$ cat src/rtl/pipe_ctrl_pkg.sv
// Shared types and constants for the pipeline hazard controller.
// Stall and flush vectors are indexed by pipeline register.
package pipe_ctrl_pkg;

  localparam int unsigned PC_W = 32;
  localparam logic [PC_W-1:0] RESET_PC = '0;

  localparam int unsigned IDX_PC     = 0;
  localparam int unsigned IDX_IF_ID  = 1;
  localparam int unsigned IDX_ID_EX  = 2;
  localparam int unsigned IDX_EX_MEM = 3;
  localparam int unsigned IDX_MEM_WB = 4;

  typedef enum logic [2:0] {
    ST_IDLE        = 3'd0,
    ST_DMISS_WAIT  = 3'd1,
    ST_MULDIV_BUSY = 3'd2,
    ST_IMISS_WAIT  = 3'd3,
    ST_REDIRECT    = 3'd4
  } state_t;

endpackage

$ cat src/rtl/muldiv_cnt.sv
// Mul/div occupancy countdown: loads on start, then decrements every cycle
// and saturates at zero.
module muldiv_cnt
  import pipe_ctrl_pkg::*;
#(
  parameter int unsigned CNT_W = 6
) (
  input  logic             CLK,
  input  logic             RESET,
  input  logic             load,
  input  logic [CNT_W-1:0] load_val,
  output logic [CNT_W-1:0] cnt,
  output logic             zero
);

  always_ff @(posedge CLK or negedge RESET) begin
    if (!RESET) begin
      cnt <= '0;
    end else if (load) begin
      cnt <= load_val;
    end else if (cnt != '0) begin
      cnt <= cnt - CNT_W'(1);
    end
  end

  assign zero = (cnt == '0);

endmodule

$ cat src/rtl/pipe_hazard_ctrl.sv
// Central stall/flush sequencer for the 5-stage pipeline: priority decode of
// cache misses, mul/div, mispredicts and load-use, plus fetch redirect.
module pipe_hazard_ctrl
  import pipe_ctrl_pkg::*;
#(
  parameter int unsigned MULDIV_LAT = 32,
  parameter int unsigned CNT_W      = 6
) (
  input  logic            CLK,
  input  logic            RESET,
  input  logic            IMISS,
  input  logic            IFILL_DONE,
  input  logic            DMISS,
  input  logic            DFILL_DONE,
  input  logic            LOAD_USE,
  input  logic            MULDIV_START,
  input  logic            BR_MISPREDICT,
  input  logic [PC_W-1:0] BR_TARGET,
  output logic            STALL_PC,
  output logic            STALL_IF_ID,
  output logic            STALL_ID_EX,
  output logic            STALL_EX_MEM,
  output logic            FLUSH_IF_ID,
  output logic            FLUSH_ID_EX,
  output logic            FLUSH_EX_MEM,
  output logic            FLUSH_MEM_WB,
  output logic            REDIRECT_VALID,
  output logic [PC_W-1:0] REDIRECT_PC,
  output logic [31:0]     STALL_CYCLES
);

  // The start cycle is spent in IDLE and the zero-count cycle in MULDIV_BUSY.
  localparam logic [CNT_W-1:0] MULDIV_LOAD = CNT_W'(MULDIV_LAT - 2);

  state_t                 state;
  state_t                 state_nxt;
  logic                   cnt_load;
  logic                   cnt_zero;
  logic [CNT_W-1:0]       cnt;
  logic                   redir_take;
  logic [IDX_EX_MEM:0]    stall;
  logic [IDX_MEM_WB:0]    flush;

  muldiv_cnt #(.CNT_W(CNT_W)) u_cnt (
    .CLK      (CLK),
    .RESET    (RESET),
    .load     (cnt_load),
    .load_val (MULDIV_LOAD),
    .cnt      (cnt),
    .zero     (cnt_zero)
  );

  always_ff @(posedge CLK or negedge RESET) begin
    if (!RESET) begin
      state <= ST_IDLE;
    end else begin
      state <= state_nxt;
    end
  end

  always_comb begin
    state_nxt  = state;
    cnt_load   = 1'b0;
    redir_take = 1'b0;
    unique case (state)
      ST_IDLE: begin
        // A mul/div entering EX is counted even when a D-miss wins priority.
        cnt_load = MULDIV_START;
        if (DMISS) begin
          state_nxt = ST_DMISS_WAIT;
        end else if (MULDIV_START) begin
          state_nxt = ST_MULDIV_BUSY;
        end else if (BR_MISPREDICT) begin
          state_nxt  = ST_REDIRECT;
          redir_take = 1'b1;
        end else if (IMISS && !LOAD_USE) begin
          state_nxt = ST_IMISS_WAIT;
        end
      end
      ST_DMISS_WAIT: begin
        if (DFILL_DONE) begin
          state_nxt = cnt_zero ? ST_IDLE : ST_MULDIV_BUSY;
        end
      end
      ST_MULDIV_BUSY: begin
        if (cnt_zero) begin
          state_nxt = ST_IDLE;
        end
      end
      ST_IMISS_WAIT: begin
        if (DMISS) begin
          state_nxt = ST_DMISS_WAIT;
        end else if (BR_MISPREDICT) begin
          state_nxt  = ST_REDIRECT;
          redir_take = 1'b1;
        end else if (IFILL_DONE) begin
          state_nxt = ST_IDLE;
        end
      end
      ST_REDIRECT: state_nxt = ST_IDLE;
      default:     state_nxt = ST_IDLE;
    endcase
  end

  always_comb begin
    stall = '0;
    flush = '0;
    unique case (state)
      ST_IDLE: begin
        if (DMISS) begin
          stall = '1;
          flush[IDX_MEM_WB] = 1'b1;
        end else if (MULDIV_START) begin
          stall[IDX_PC]     = 1'b1;
          stall[IDX_IF_ID]  = 1'b1;
          stall[IDX_ID_EX]  = 1'b1;
          flush[IDX_EX_MEM] = 1'b1;
        end else if (BR_MISPREDICT) begin
          flush[IDX_IF_ID] = 1'b1;
          flush[IDX_ID_EX] = 1'b1;
        end else if (LOAD_USE) begin
          stall[IDX_PC]    = 1'b1;
          stall[IDX_IF_ID] = 1'b1;
          flush[IDX_ID_EX] = 1'b1;
        end else if (IMISS) begin
          stall[IDX_PC]    = 1'b1;
          flush[IDX_IF_ID] = 1'b1;
        end
      end
      ST_DMISS_WAIT: begin
        // On fill completion the load leaves MEM; a still-running mul/div
        // keeps EX frozen and feeds bubbles into EX/MEM.
        if (!DFILL_DONE) begin
          stall = '1;
          flush[IDX_MEM_WB] = 1'b1;
        end else if (!cnt_zero) begin
          stall[IDX_PC]     = 1'b1;
          stall[IDX_IF_ID]  = 1'b1;
          stall[IDX_ID_EX]  = 1'b1;
          flush[IDX_EX_MEM] = 1'b1;
        end
      end
      ST_MULDIV_BUSY: begin
        stall[IDX_PC]     = 1'b1;
        stall[IDX_IF_ID]  = 1'b1;
        stall[IDX_ID_EX]  = 1'b1;
        flush[IDX_EX_MEM] = 1'b1;
      end
      ST_IMISS_WAIT: begin
        if (DMISS) begin
          stall = '1;
          flush[IDX_MEM_WB] = 1'b1;
        end else if (BR_MISPREDICT) begin
          flush[IDX_IF_ID] = 1'b1;
          flush[IDX_ID_EX] = 1'b1;
        end else begin
          stall[IDX_PC] = 1'b1;
          if (LOAD_USE) begin
            stall[IDX_IF_ID] = 1'b1;
            flush[IDX_ID_EX] = 1'b1;
          end else begin
            flush[IDX_IF_ID] = 1'b1;
          end
        end
      end
      ST_REDIRECT: flush[IDX_IF_ID] = 1'b1;
      default: begin
        stall = '0;
        flush = '0;
      end
    endcase
    if (!RESET) begin
      stall = '0;
      flush = '0;
    end
  end

  assign STALL_PC     = stall[IDX_PC];
  assign STALL_IF_ID  = stall[IDX_IF_ID];
  assign STALL_ID_EX  = stall[IDX_ID_EX];
  assign STALL_EX_MEM = stall[IDX_EX_MEM];
  assign FLUSH_IF_ID  = flush[IDX_IF_ID];
  assign FLUSH_ID_EX  = flush[IDX_ID_EX];
  assign FLUSH_EX_MEM = flush[IDX_EX_MEM];
  assign FLUSH_MEM_WB = flush[IDX_MEM_WB];

  always_ff @(posedge CLK or negedge RESET) begin
    if (!RESET) begin
      REDIRECT_VALID <= 1'b0;
      REDIRECT_PC    <= RESET_PC;
    end else begin
      REDIRECT_VALID <= redir_take;
      if (redir_take) begin
        REDIRECT_PC <= BR_TARGET;
      end
    end
  end

  always_ff @(posedge CLK or negedge RESET) begin
    if (!RESET) begin
      STALL_CYCLES <= '0;
    end else if (STALL_PC) begin
      STALL_CYCLES <= STALL_CYCLES + 32'd1;
    end
  end

endmodule

$ cat config.mk
export PLATFORM = sky130hd
export DESIGN_NAME = pipe_hazard_ctrl
export DESIGN_NICKNAME = d
export VERILOG_FILES = /design/src/rtl/pipe_ctrl_pkg.sv /design/src/rtl/muldiv_cnt.sv /design/src/rtl/pipe_hazard_ctrl.sv
export SDC_FILE = /design/constraint.sdc
export NUM_CORES = 1
export LEC_CHECK = 0
export CAP_MARGIN = 20
export CELL_PAD_IN_SITES_DETAIL_PLACEMENT = 1
export CELL_PAD_IN_SITES_GLOBAL_PLACEMENT = 1
export CORE_MARGIN = 3
export CORE_UTILIZATION = 35
export CTS_CLUSTER_DIAMETER = 150
export DETAILED_ROUTE_END_ITERATION = 16
export PLACE_DENSITY = 0.86
export SKIP_CTS_REPAIR_TIMING = 1
export SYNTH_ARGS = -nofsm -noshare
export SYNTH_HDL_FRONTEND = slang
export SYNTH_SLANG_ARGS = --single-unit
$ cat constraint.sdc
create_clock -name CLK -period 3.52 [get_ports CLK]
set_input_delay 0.88 -clock CLK [delete_from_list [all_inputs] [get_ports CLK]]
set_output_delay 0.88 -clock CLK [all_outputs]
set_load 0.02 [all_outputs]
==> results of run 1 <==
final timing paths:
check	start	depth (start not counted)	to	slack, ns
min in group CLK	STALL_CYCLES[31]	1	STALL_CYCLES[31]	0.47
min reg2reg	STALL_CYCLES[31]	1	STALL_CYCLES[31]	0.47
max reg2reg	u_cnt.cnt[0]	9	STALL_CYCLES[14]	1.10
max	BR_MISPREDICT	5	STALL_PC	0.09
min	RESET	2	REDIRECT_PC[26]	0.47
max in group asynchronous	RESET	3	u_cnt.cnt[5]	2.00
power by group:
group          internal [uW]  switching (uW)  leakage (uW)  total, uW
Sequential              1120             192      0.000916       1310
Clock                    340             347     0.0000988        687
Combinational            832             838       0.00118       1670
Total                   2290            1380       0.00219       3670
metal layers:
metal  up-vias  global-route usage, %
met5         -                      0
met4         0                   4.78
met3        10                   3.89
met2        69                   34.3
met1      1463                   22.1
li1       1322                      -
layout make-up:
cell class                 count  area (um^2)
inverter                      17         63.8
timing repair buffer         132         1290
clock buffer                   9          124
multi-input combinational    198         1430
tap                          129          161
clock inverter                 7         82.6
sequential                    74         1850
fill                        1053         4370
critical path: stages:
cell             delay, ns
clkdlybuf4s50_1       0.51
o32a_1                0.38
a311o_2               0.43
inv_1                 0.11
dlymetal6s2s_1        0.23
synthesized netlist by cell type (all sizes together):
library cell / instances
nand2: 21
nand4: 15
and4: 2
o32a: 1
o21bai: 1
and2: 1
xnor2: 23
or3b: 2
ha: 2
nor3: 11
mux2: 33
nand3: 17
a311o: 1
a31o: 1
nor2b: 2
o2111a: 1
or2: 2
or3: 4
clkbuf: 12
xor2: 9
a22o: 1
o2111ai: 1
nor4: 8
o41ai: 2
o22a: 2
and3: 2
buf: 4
o211ai: 1
dfrtp: 74
nor3b: 1
inv: 17
a21oi: 12
a211oi: 1
mux2i: 1
o22ai: 1
o21ai: 6
nor2: 10
kinds of logic after synthesis:
group,share of synthesized area (%)
simple gates,15.2
flops,54.3
buf+inv,4.04
fa+ha+maj,0.734
compound gates,6.24
xor+xnor,8.22
mux,11.2
stage by stage:
step / setup slack [ns] / TNS [ns] / hold slack [ns] / instances
floorplan: 0.522 / 0 / 0.491 / 305
global placement: -0.264 / -0.352 / 0.466 / 550
detailed placement: -0.295 / -0.505 / 0.464 / 550
CTS: -0.309 / -0.631 / 0.462 / 566
global route: 0.0266 / 0 / 0.460 / 566
finish: 0.0891 / 0 / 0.472 / 566
registers in the layout, indices dropped and copies added (netlist names):
register        flops
REDIRECT_PC        32
STALL_CYCLES       32
u_cnt.cnt           6
state               3
REDIRECT_VALID      1
==> qor.txt, run 1 <==
NumNets Final = 475
Routed met3 length = 402 um
Ports = 114
Outcome = completed
Leakage = 0.00219 uW
Longest Clk Path Bufs = 2
Vias in the first global route = 3188
Port Buffer Count = 113
Die Area = 11000 um^2
Antenna violations before repair = 0
Final WL = 9900 um
Worst EP required = 2.64 ns
Post-Syn Area = 3410 um^2
Syn-to-layout area delta = 46.7%
Post-synthesis sequential area ratio = 54.3%
Measured slew at the worst slew-check pin = 0.816 ns
VDD IR max = 0.459 mV
Post-synth top area share = 54.3%
Share of layout cells above drive strength 1 = 17.6%
Final GP Congestion = 0.822
Placed Area = 4770 um^2
DR top layer = met4
Clk sinks = 74
Via-to-Cell Ratio = 5.06
Antenna Nets Post-Route = 0
CTS Buf Count = 9
Most frequent cells in the layout = clkdlybuf4s50_1 (105), dfrtp_1 (74), mux2_2 (33)
GRT overflow = 0
Total GRT Usage = 18.6%
Yosys warns = 0
Hold Violations, Final = 0
Final Critical Period = 3.43 ns
Vias = 2864
Die width = 105 um
Critical path class = input port to output pin
Hold WC Path Type = input port to asynchronous set/reset pin
Fmax = 291 MHz
CP Launch Type = input port
Root Driver = clkbuf_8
Max FO, Critical Path = 5
M1 WL = 3920 um
Unique masters post-synth = 41
Yosys top cell by area = dfrtp_1
Syn Inst Count = 305
Clock slew at reported path FFs = 0.08 ns
Final setup viols = 0
Max capacitance violation total = 0
Met2 WL = 5480 um
Max Transition Viols Final = 0
CTS tree = done
Initial Util = 36.4%
Slew margin rel. = 45.6%
Residual DRC = 0
Leading cell type in the layout, fill and taps excluded = clkdlybuf4s50_1
Power Total = 3670 uW
Synth top area cells = dfrtp_1 (54%), mux2_2 (11%), xnor2_1 (5.9%), nand4_1 (2.8%), nand3_1 (2.5%)
Clk_skew = 0.0128 ns
Period utilisation layout = 97.5%
Critical Path AT = 2.55 ns
Setup crit end kind = output pin
Rows = 35
PD cells = 734 nW/um^2
Syn nets = 348
RSZ-0062 raised after global routing = no
Core Util, Final = 53.3%
Post-Layout Inst Area = 5000 um^2
N_diodes = 0
Syn avg cell area = 11.2 um^2
Seq cells post-synth = 74
Largest net degree at the start of global routing = 65
Core area = 9370 um^2
DRT Pass-1 Iters = 4
H-tree Lvls = 3
Skew-Pair Late Insertion Delay = 0.34 ns
First-pass GRT wire length = 16400 um
DR iter-0 viols = 70
Post-DP HPWL = 7450 um
Wire length per cell = 17.5 um
Die H = 105 um
(Power assumes the default switching activity.)
==> run 2: changes to the inputs <==
--- a/config.mk
+++ b/config.mk
@@ -13,7 +13,6 @@
 export CTS_CLUSTER_DIAMETER = 150
 export DETAILED_ROUTE_END_ITERATION = 16
 export PLACE_DENSITY = 0.86
-export SKIP_CTS_REPAIR_TIMING = 1
 export SYNTH_ARGS = -nofsm -noshare
 export SYNTH_HDL_FRONTEND = slang
 export SYNTH_SLANG_ARGS = --single-unit
==> constraint.sdc (replaced) <==
create_clock -name CLK -period 3.3 [get_ports CLK]
set_input_delay 0.825 -clock CLK [delete_from_list [all_inputs] [get_ports CLK]]
set_output_delay 0.825 -clock CLK [all_outputs]
set_load 0.02 [all_outputs]
==> run 2 against run 1 <==
Sequential power up 7%. Combinational power up 6%. Die area unchanged. Register-to-register slack worse by 0.15 ns. Power up 7.6%. Non-clock buffer count up 6. Final cell count up 0.88%. Routed wire length down 1.2%. Hold slack worse by 0.056 ns. Sequential share of layout area down 0.20 points. Critical path depth up 2. Flip-flop and latch count unchanged. Critical path type unchanged. Highest routed layer unchanged.
==> qor.txt, run 2 (synthesized netlist as in run 1, its figures left out) <==
CTS Buf Count = 9 (unchanged)
Root Driver = clkbuf_8
Clock slew at reported path FFs = 0.08 ns (about the same)
Final setup viols = 0 (unchanged)
Skew-Pair Late Insertion Delay = 0.35 ns (about the same)
Worst EP required = 2.47 ns (-0.17 ns)
Final WL = 9780 um (-1.2%)
Sw Ratio = 36.5% (-1.0 points)
Leading cell type in the layout, fill and taps excluded = clkdlybuf4s50_1
# Post-CTS Setup Buffers = 0
Leakage = 0.00216 uW (-1.5%)
Wire length per cell = 17.1 um (-2.1%)
Slew margin rel. = 45.1% (-0.47 points)
Die width = 105 um (unchanged)
Rows = 35 (unchanged)
H-tree Lvls = 3 (unchanged)
Clock share of power = 19.6% (+0.9 points)
DR iter-0 viols = 63 (-10%)
Share of layout cells above drive strength 1 = 19.0% (+1.4 points)
Critical Path AT = 2.39 ns (-0.16 ns)
Final TNS setup = 0 ns (unchanged)
Sequential power share = 35.5% (-0.3 points)
Place WS = -0.379 ns (-0.0844 ns)
Pint = 2510 uW (+9.3%)
Max FO, Critical Path = 3 (-2)
NetSw = 1440 uW (+4.7%)
VDD IR max = 0.527 mV (+15%)
Comb pwr share = 44.9% (-0.6 points)
Via-to-Cell Ratio = 5.08 (+0.37%)
# fillers = 1055 (+0.19%)
Slowest CP cell = clkdlybuf4s50_1
Setup ws final = 0.0871 ns (-0.00207 ns)
Max capacitance violation total = 0 (unchanged)
Die H = 105 um (unchanged)
Slowest Stage Delay on Critical Path = 0.48 ns (-0.03 ns)
Fmax = 311 MHz
RSZ-0062 raised after global routing = no
PD cells = 786 nW/um^2 (+7.0%)
Total GRT Usage = 18.3% (-0.32 points)
Ports = 114 (unchanged)
Outcome = completed
Core area = 9370 um^2 (unchanged)
Hold Violations, Final = 0 (unchanged)
Final GP Congestion = 0.866 (+5.3%)
Hold WC Path Type = input port to asynchronous set/reset pin
N_diodes = 0 (unchanged)
Initial Util = 36.4% (unchanged)
Cells after DPL = 556 (+1.1%)
CP Launch Type = input port
Cell Chain, Critical Path = clkdlybuf4s50_1 -> nor2b_1 -> nor2_1 -> a21oi_1 -> o21ai_0 -> a21oi_1 -> dlygate4sd2_1
First-pass GRT wire length = 16100 um (-1.9%)
Period utilisation layout = 97.4%
NumNets Final = 481 (+1.3%)
R2r setup slk = 0.95 ns (-0.15 ns)
Vias in the first global route = 3115 (-2.3%)
Antenna violations before repair = 0 (unchanged)
Port Buffer Count = 113 (unchanged)
Fin cells = 571 (+0.88%)
Measured slew at the worst slew-check pin = 0.823 ns (+0.00712 ns)
Max Transition Viols Final = 0 (unchanged)
Residual DRC = 0 (unchanged)
DRT Pass-1 Iters = 4 (unchanged)
CP dominant cell by count = a21oi_1
Post-DP HPWL = 7220 um (-3.1%)
Largest net degree at the start of global routing = 65 (unchanged)
GRT overflow = 0 (unchanged)
Syn-to-layout area delta = 47.5%
Die Area = 11000 um^2 (unchanged)
CTS tree = done
Biggest regs = REDIRECT_PC (32), STALL_CYCLES (32), u_cnt.cnt (6)
Final Critical Period = 3.21 ns
Most frequent cells in the layout = clkdlybuf4s50_1 (103), dfrtp_1 (74), mux2_2 (33)
Clk_skew = 0.0137 ns (+0.000837 ns)
Vias = 2900 (+1.3%)
Critical path class = input port to output pin
Setup crit end kind = output pin
Longest Clk Path Bufs = 2 (unchanged)
Antenna Nets Post-Route = 0 (unchanged)
Clk sinks = 74 (unchanged)
[run 2: cell count changes in the layout (fill, tap and decap cells not counted), moves of 2 or more]
cell / delta
dlymetal6s2s_1: -7
clkdlybuf4s50_1: -2
inv_6: -2
dlygate4sd2_1: +8
buf_4: +6
[run 2: area by class of cell]
class / instances / area, um^2 / share of cell area, %
inverter: 17 / 63.8 / 1.27
timing repair buffer: 138 / 1300 / 25.9
sequential: 74 / 1850 / 36.8
clock inverter: 6 / 90.1 / 1.79
tap: 129 / 161 / 3.21
clock buffer: 9 / 124 / 2.46
multi-input combinational: 198 / 1430 / 28.5
[run 2: stage by stage]
stage,util [%],hold WS [ns],instance area [um^2],total power (uW)
after floorplan,-,0.491,3410,2350
after global placement,51.3,0.467,4810,3150
after detailed placement,51.3,0.461,4810,3210
after CTS,53.6,0.403,5020,4000
after global routing,53.6,0.416,5030,4180
final,53.6,0.416,5030,3950
[run 2: final timing paths]
path | start | to | cells after the start
setup / recovery | LOAD_USE | STALL_IF_ID | 7
hold / removal | RESET | REDIRECT_PC[26] | 2
setup reg to reg | state[0] | STALL_CYCLES[26] | 7
hold reg to reg | STALL_CYCLES[31] | STALL_CYCLES[31] | 1
max in group asynchronous | RESET | REDIRECT_PC[12] | 3
min in group CLK | STALL_CYCLES[31] | STALL_CYCLES[31] | 1
[run 2: critical path, delay by kind of cell]
kind / cells / cell delay, ns
AOI/OAI and AO/OA: 3 / 0.40
and+or+nand+nor: 2 / 0.33
buffers and inverters: 2 / 0.83
[run 2: layer usage]
metal  GRT usage (%)  share of wire (%)  vias to the layer above
li1                -                  -                     1335
met3            4.14                4.5                       12
met5               0                  0                        -
met1            21.9                 40                     1482
met4            5.25                1.2                        0
met2            32.9                 54                       71
[run 2: timing repair]
item                                    4_1_cts  5_1_grt
resized for setup                            14        1
endpoints found under the hold margin         0        0
endpoints found under the setup margin        8        1
hold buffers                                  0        0
[run 2: power by group through the flow]
stage / Clock, uW / Sequential, uW / Combinational [uW]
floorplan: 0 / 1690 / 665
CTS: 803 / 1400 / 1800
detailed placement: 0 / 1420 / 1800
global placement: 0 / 1390 / 1750
global route: 840 / 1440 / 1900
finish: 774 / 1400 / 1770
==> run 3: changes to the inputs <==
--- a/config.mk
+++ b/config.mk
@@ -8,11 +8,11 @@
 export CAP_MARGIN = 20
 export CELL_PAD_IN_SITES_DETAIL_PLACEMENT = 1
 export CELL_PAD_IN_SITES_GLOBAL_PLACEMENT = 1
-export CORE_MARGIN = 3
+export CORE_MARGIN = 5
 export CORE_UTILIZATION = 35
 export CTS_CLUSTER_DIAMETER = 150
 export DETAILED_ROUTE_END_ITERATION = 16
-export PLACE_DENSITY = 0.86
+export PLACE_DENSITY = 0.91
 export SYNTH_ARGS = -nofsm -noshare
 export SYNTH_HDL_FRONTEND = slang
 export SYNTH_SLANG_ARGS = --single-unit
==> constraint.sdc (replaced) <==
create_clock -name CLK -period 3.3 [get_ports CLK]
set_input_delay 0.66 -clock CLK [delete_from_list [all_inputs] [get_ports CLK]]
set_output_delay 0.66 -clock CLK [all_outputs]
set_load 0.02 [all_outputs]
==> run 3 against run 2 <==
Sequential power about the same. Register-to-register slack lost 0.02 ns. Clock-buffer cell count up 2. Core utilization fell by 1.8 points. Largest cell class unchanged.
==> qor.txt, run 3 (synthesized netlist as in run 1, its figures left out) <==
Worst EP required = 2.64 ns (+0.17 ns)
CTS tree = done
Post-DP HPWL = 7370 um (+2.1%)
Residual DRC = 0 (unchanged)
Post-Layout Inst Area = 5000 um^2 (-0.55%)
# Post-CTS Setup Buffers = 0 (unchanged)
Period utilisation layout = 93.6% (-3.7 points)
Biggest regs = REDIRECT_PC (32), STALL_CYCLES (32), u_cnt.cnt (6)
Final setup viols = 0 (unchanged)
Final TNS setup = 0 ns (unchanged)
Die H = 109 um (+3.8%)
Max Transition Viols Final = 0 (unchanged)
H-tree Lvls = 3 (unchanged)
Wire length per cell = 17.3 um (+1.0%)
Critical path class = flop to output pin
Measured slew at the worst slew-check pin = 0.499 ns (-0.324 ns)
DR iter-0 viols = 51 (-19%)
Root Driver = clkbuf_8
Core area = 9640 um^2 (+2.9%)
PD cells = 803 nW/um^2 (+2.2%)
Hold Violations, Final = 0 (unchanged)
Outcome = completed
Total GRT Usage = 17.1% (-1.2 points)
VDD IR max = 0.400 mV (-24%)
Leading cell type in the layout, fill and taps excluded = clkdlybuf4s50_1
RSZ-0062 raised after global routing = no
Slew margin rel. = 66.7% (+22 points)
CTS Buf Count = 9 (unchanged)
Placed Area = 4750 um^2 (-1.3%)
Die width = 109 um (+3.8%)
Final WL = 9810 um (+0.32%)
Clk_skew = 0.0116 ns (-0.00203 ns)
Longest Clk Path Bufs = 2 (unchanged)
Fmax = 324 MHz (+4.0%)
Max capacitance violation total = 0 (unchanged)
Clock slew at reported path FFs = 0.08 ns (about the same)
Reg-to-Reg Start = u_cnt.cnt[0]
Antenna Nets Post-Route = 0 (unchanged)
Final Critical Period = 3.09 ns (-0.123 ns)
Leakage = 0.00213 uW (-1.5%)
Largest net degree at the start of global routing = 40 (-38%)
Die Area = 11800 um^2 (+7.8%)
Clk sinks = 74 (unchanged)
N_diodes = 0 (unchanged)
First-pass GRT wire length = 15900 um (-1.6%)
Antenna violations before repair = 0 (unchanged)
RR Endpoint = STALL_CYCLES[28]
Initial Util = 35.4% (-1.0 points)
Critical Path AT = 2.43 ns (+0.04 ns)
Most frequent cells in the layout = clkdlybuf4s50_1 (108), dfrtp_1 (74), mux2_2 (33)
Share of layout cells above drive strength 1 = 17.1% (-2.0 points)
Setup crit end kind = output pin
GRT overflow = 0 (unchanged)
Hold WC Path Type = input port to asynchronous set/reset pin
R2r setup slk = 0.93 ns (-0.02 ns)
Rows = 36 (+2.9%)
Via-to-Cell Ratio = 4.98 (-2.0%)
Max FO, Critical Path = 4 (+1)
R2R cell count = 9 (+2)
# fillers = 1080 (+2.4%)
Vias in the first global route = 3126 (+0.35%)
Port Buffer Count = 113 (unchanged)
CP Launch Type = flop
Skew-Pair Late Insertion Delay = 0.34 ns (about the same)
Vias = 2823 (-2.7%)
Final GP Congestion = 0.844 (-2.5%)
Ports = 114 (unchanged)
DRT Pass-1 Iters = 6 (+2)
NumNets Final = 472 (-1.9%)
Syn-to-layout area delta = 46.7%
==> run 3: cell types whose count changed in the layout (fill, tap and decap cells not counted), moves of 2 or more <==
cell / previous run / this run
buf_4: 26 / 17
clkdlybuf4s50_1: 103 / 108
dlymetal6s2s_1: 0 / 2
dlygate4sd2_1: 8 / 2
clkbuf_8: 9 / 11
==> run 3: routing by layer <==
metal | part of all wire [%] | GRT usage (%) | wire length, um
met1 | 40 | 20.7 | 3950
met2 | 53 | 30.0 | 5220
met5 | 0 | 0 | 0
met3 | 5.1 | 4.44 | 502
met4 | 1.4 | 4.87 | 136
==> run 3: area by class of cell <==
class	instances	area (um^2)	share of cell area [%]
multi-input combinational	198	1430	28.6
clock inverter	5	85.1	1.70
tap	133	166	3.33
sequential	74	1850	37.0
timing repair buffer	129	1250	25.0
inverter	17	63.8	1.28
clock buffer	11	151	3.03
==> run 3: worst max path at each step <==
stage                        from     endpoint  slack (ns)  depth (start not counted)
finish               u_cnt.cnt[0]     STALL_PC        0.21                          8
global route        BR_MISPREDICT  FLUSH_IF_ID        0.08                          7
CTS                  u_cnt.cnt[0]  STALL_IF_ID        0.02                          7
detailed placement  BR_MISPREDICT     STALL_PC       -0.05                          5
global placement            IMISS     STALL_PC       -0.02                          6
floorplan            u_cnt.cnt[0]     STALL_PC        0.73                          7
==> run 3: stage by stage <==
stage | instances | power [uW] | util (%) | hold WS, ns | setup slack [ns]
after floorplan | 305 | 2350 | - | 0.364 | 0.733
after global placement | 551 | 3120 | 49.3 | 0.458 | -0.0231
after detailed placement | 551 | 3230 | 49.3 | 0.462 | -0.0454
after CTS | 567 | 4060 | 51.7 | 0.0760 | 0.0183
after global routing | 567 | 4250 | 51.9 | 0.0762 | 0.0755
final | 567 | 4010 | 51.9 | 0.101 | 0.210
==> run 3: repair_timing <==
action / CTS / global route
resized for setup: 2 / 4
endpoints found under the setup margin: 2 / 3
hold buffers: 0 / 0
==> run 3: worst max-delay path: stages (launching register included) <==
cell and delay [ns]:
dfrtp_1 0.42, inv_1 0.07, ha_1 0.21, or3b_4 0.42
o41ai_2 0.20, buf_4 0.16, a311o_2 0.21, inv_1 0.07
dlygate4sd2_1 0.32
==> run 3: report_power, final <==
| group | leakage [uW] | total (uW) | internal [uW] | switching (uW) |
|---|---|---|---|---|
| clock | 0.000116 | 830 | 472 | 359 |
| combinational | 0.00109 | 1760 | 879 | 882 |
| sequential | 0.000916 | 1420 | 1200 | 228 |
==> RTL change (settings of run 3) <==
`CNT_W` is set to 6 in 2 places; all go to 12.
--- a/src/rtl/muldiv_cnt.sv
+++ b/src/rtl/muldiv_cnt.sv
@@ -3,7 +3,7 @@
 module muldiv_cnt
   import pipe_ctrl_pkg::*;
 #(
-  parameter int unsigned CNT_W = 6
+  parameter int unsigned CNT_W = 12
 ) (
   input  logic             CLK,
   input  logic             RESET,
--- a/src/rtl/pipe_hazard_ctrl.sv
+++ b/src/rtl/pipe_hazard_ctrl.sv
@@ -4,7 +4,7 @@
   import pipe_ctrl_pkg::*;
 #(
   parameter int unsigned MULDIV_LAT = 32,
-  parameter int unsigned CNT_W      = 6
+  parameter int unsigned CNT_W      = 12
 ) (
   input  logic            CLK,
   input  logic            RESET,
Function: same outputs for any inputs over 4 cycles, from zero or initial values and one cycle with RESET low; that may be too few to reach the edited logic, so the function may still have changed.
==> RTL change against run 3 <==
- clock skew decreased by 0.00066 ns
- sequential cell count increased by 6
- routed wire length increased by 6.6%
- largest power group unchanged
- synthesized area increased by 13%
- critical path type is now input pin to output port
- power increased by 4.6%
- largest cell class unchanged
- worst setup slack got worse by 0.083 ns
- highest routed layer unchanged
- die area increased by 11%
- design area increased by 7.0%
- utilization decreased by 2.3 points
==> RTL change: results (changes against run 3) <==
The run finished with clean final reports. The run gives 28.91% (-1.1 points) as the met2 usage in global routing. The relative max-transition margin is 64.16% (-2.6 points).

The kind of cell adding the most delay to the critical path is buffers and inverters. The complex-gate fraction of the synthesized area was 6.519% (+0.28 points); the total number of vias was 3,026 (+7.2%). The sequential group share of total power was 37.2% (+1.7 points). The stage delay of the slowest cell on the critical path came out at 0.62 ns (+0.20 ns).

The fraction of synthesized area in multiplexers is 9.681% (-1.5 points), and the global placement routability congestion is 0.7812 (-7.5%). Total iterations of the first detailed-routing run: 4 (-2). The setup skew after layout was 0.01097 ns (-0.0006601 ns). The run gives 579 (+5.1%) as the cell count after placement. In the final layout, the registers with the most flip-flops are REDIRECT_PC (32), STALL_CYCLES (32), u_cnt.cnt (12). The logs give 3,367 (+7.7%) for the number of global-route vias before repair and 8.034% (+3.6 points) for the global routing usage on met3. The final non-filler cell total is 594 (+4.8%). The maximum fanout along the worst path came out at 10 (+6).

Routing usage on met1: 18.72% (-1.9 points). The total number of nets in the final design came out at 494 (+4.7%). In the synthesized netlist, the cells that appear most often are 80 x sky130_fd_sc_hd__dfrtp_1, 32 x sky130_fd_sc_hd__mux2_2, 25 x sky130_fd_sc_hd__nor2_1.

The routed wire length was 10,460 µm (+6.6%); the all-layer global routing usage was 16.75% (-0.32 points). For the placed wire-length estimate after detailed placement, the log shows 7875 µm (+6.8%). In this run the worst setup path begins at DMISS.

After synthesis, the cell types taking the most area are sky130_fd_sc_hd__dfrtp_1 52%, sky130_fd_sc_hd__mux2_2 9.4%, sky130_fd_sc_hd__xor2_1 5.2%, sky130_fd_sc_hd__xnor2_1 3.4%, sky130_fd_sc_hd__nor2_1 2.4%. The register area share after synthesis was 52.15% (-2.2 points); the arithmetic-cell share of the synthesized area counting full adders, half adders and majority gates was 0.9778% (+0.24 points). The worst setup slack before clock tree synthesis was 0.03889 ns (+0.08434 ns).

Number of H-tree branching levels: 3 (unchanged). The logs give 0.5006 mV (+25%) for the worst vdd rail ir drop and 1,162 (+7.6%) for the number of fillers in the final layout. The tools report the cell internal power dissipation as 2650 µW (+4.1%). The power in combinational cells was 1830 µW (+4%). The tools report the net switching component of the power as 1548 µW (+5.5%). The cell with the largest stage delay on the worst path was sky130_fd_sc_hd__clkdlybuf4s50_1. Count of unique library cells instantiated by Yosys: 50 (+22%). The share of cells above drive strength 1 works out to 16.96% (-0.090 points). The total cell area at the placement stage was 5119 µm² (+7.8%).

For the net count after synthesis, the log shows 376 (+8.0%). The synthesized-area fraction occupied by xor and xnor cells works out to 8.670% (+0.45 points). The clock transition at the register clock pins on the worst setup and hold paths after CTS was 0.08 ns (about the same). The count of instances resized after the clock tree is built is 0 (-2), and the global-route wire length before repair is 17,550 µm (+11%). The leakage power was 0.002259 µW (+6.2%); the number of DRC violations after detailed-routing iteration 0 was 151 (+200%).
==> RTL change: path summary, 6_finish.rpt <==
kind | to | slack, ns | cells after the start
worst min register to register | STALL_CYCLES[12] | 0.49 | 1
min in group CLK | STALL_CYCLES[12] | 0.49 | 1
worst max-delay path | FLUSH_EX_MEM | 0.13 | 7
max in group asynchronous | REDIRECT_PC[4] | 2.44 | 2
worst max register to register | STALL_CYCLES[6] | 1.06 | 8
worst min-delay path | state[0] | 0.14 | 1
==> RTL change: area by class of cell <==
type                    instances  area [µm²]  area share, %
clock buffers                  12       155.1          2.902
clock inverters                 3       65.06          1.217
inverters                      11       41.29         0.7723
multi-input cells             227        1717          32.11
flip-flops and latches         80        2002          37.44
well taps                     140       175.2          3.276
repair buffers                121        1191          22.28
==> RTL change: metal layers <==
layer / wire length (µm) / part of all wire [%] / up-vias
li1: - / - / 1411
met1: 4072 / 39 / 1518
met2: 5322 / 51 / 89
met3: 972 / 9.3 / 8
met4: 92 / 0.88 / 0
met5: 0 / 0 / -
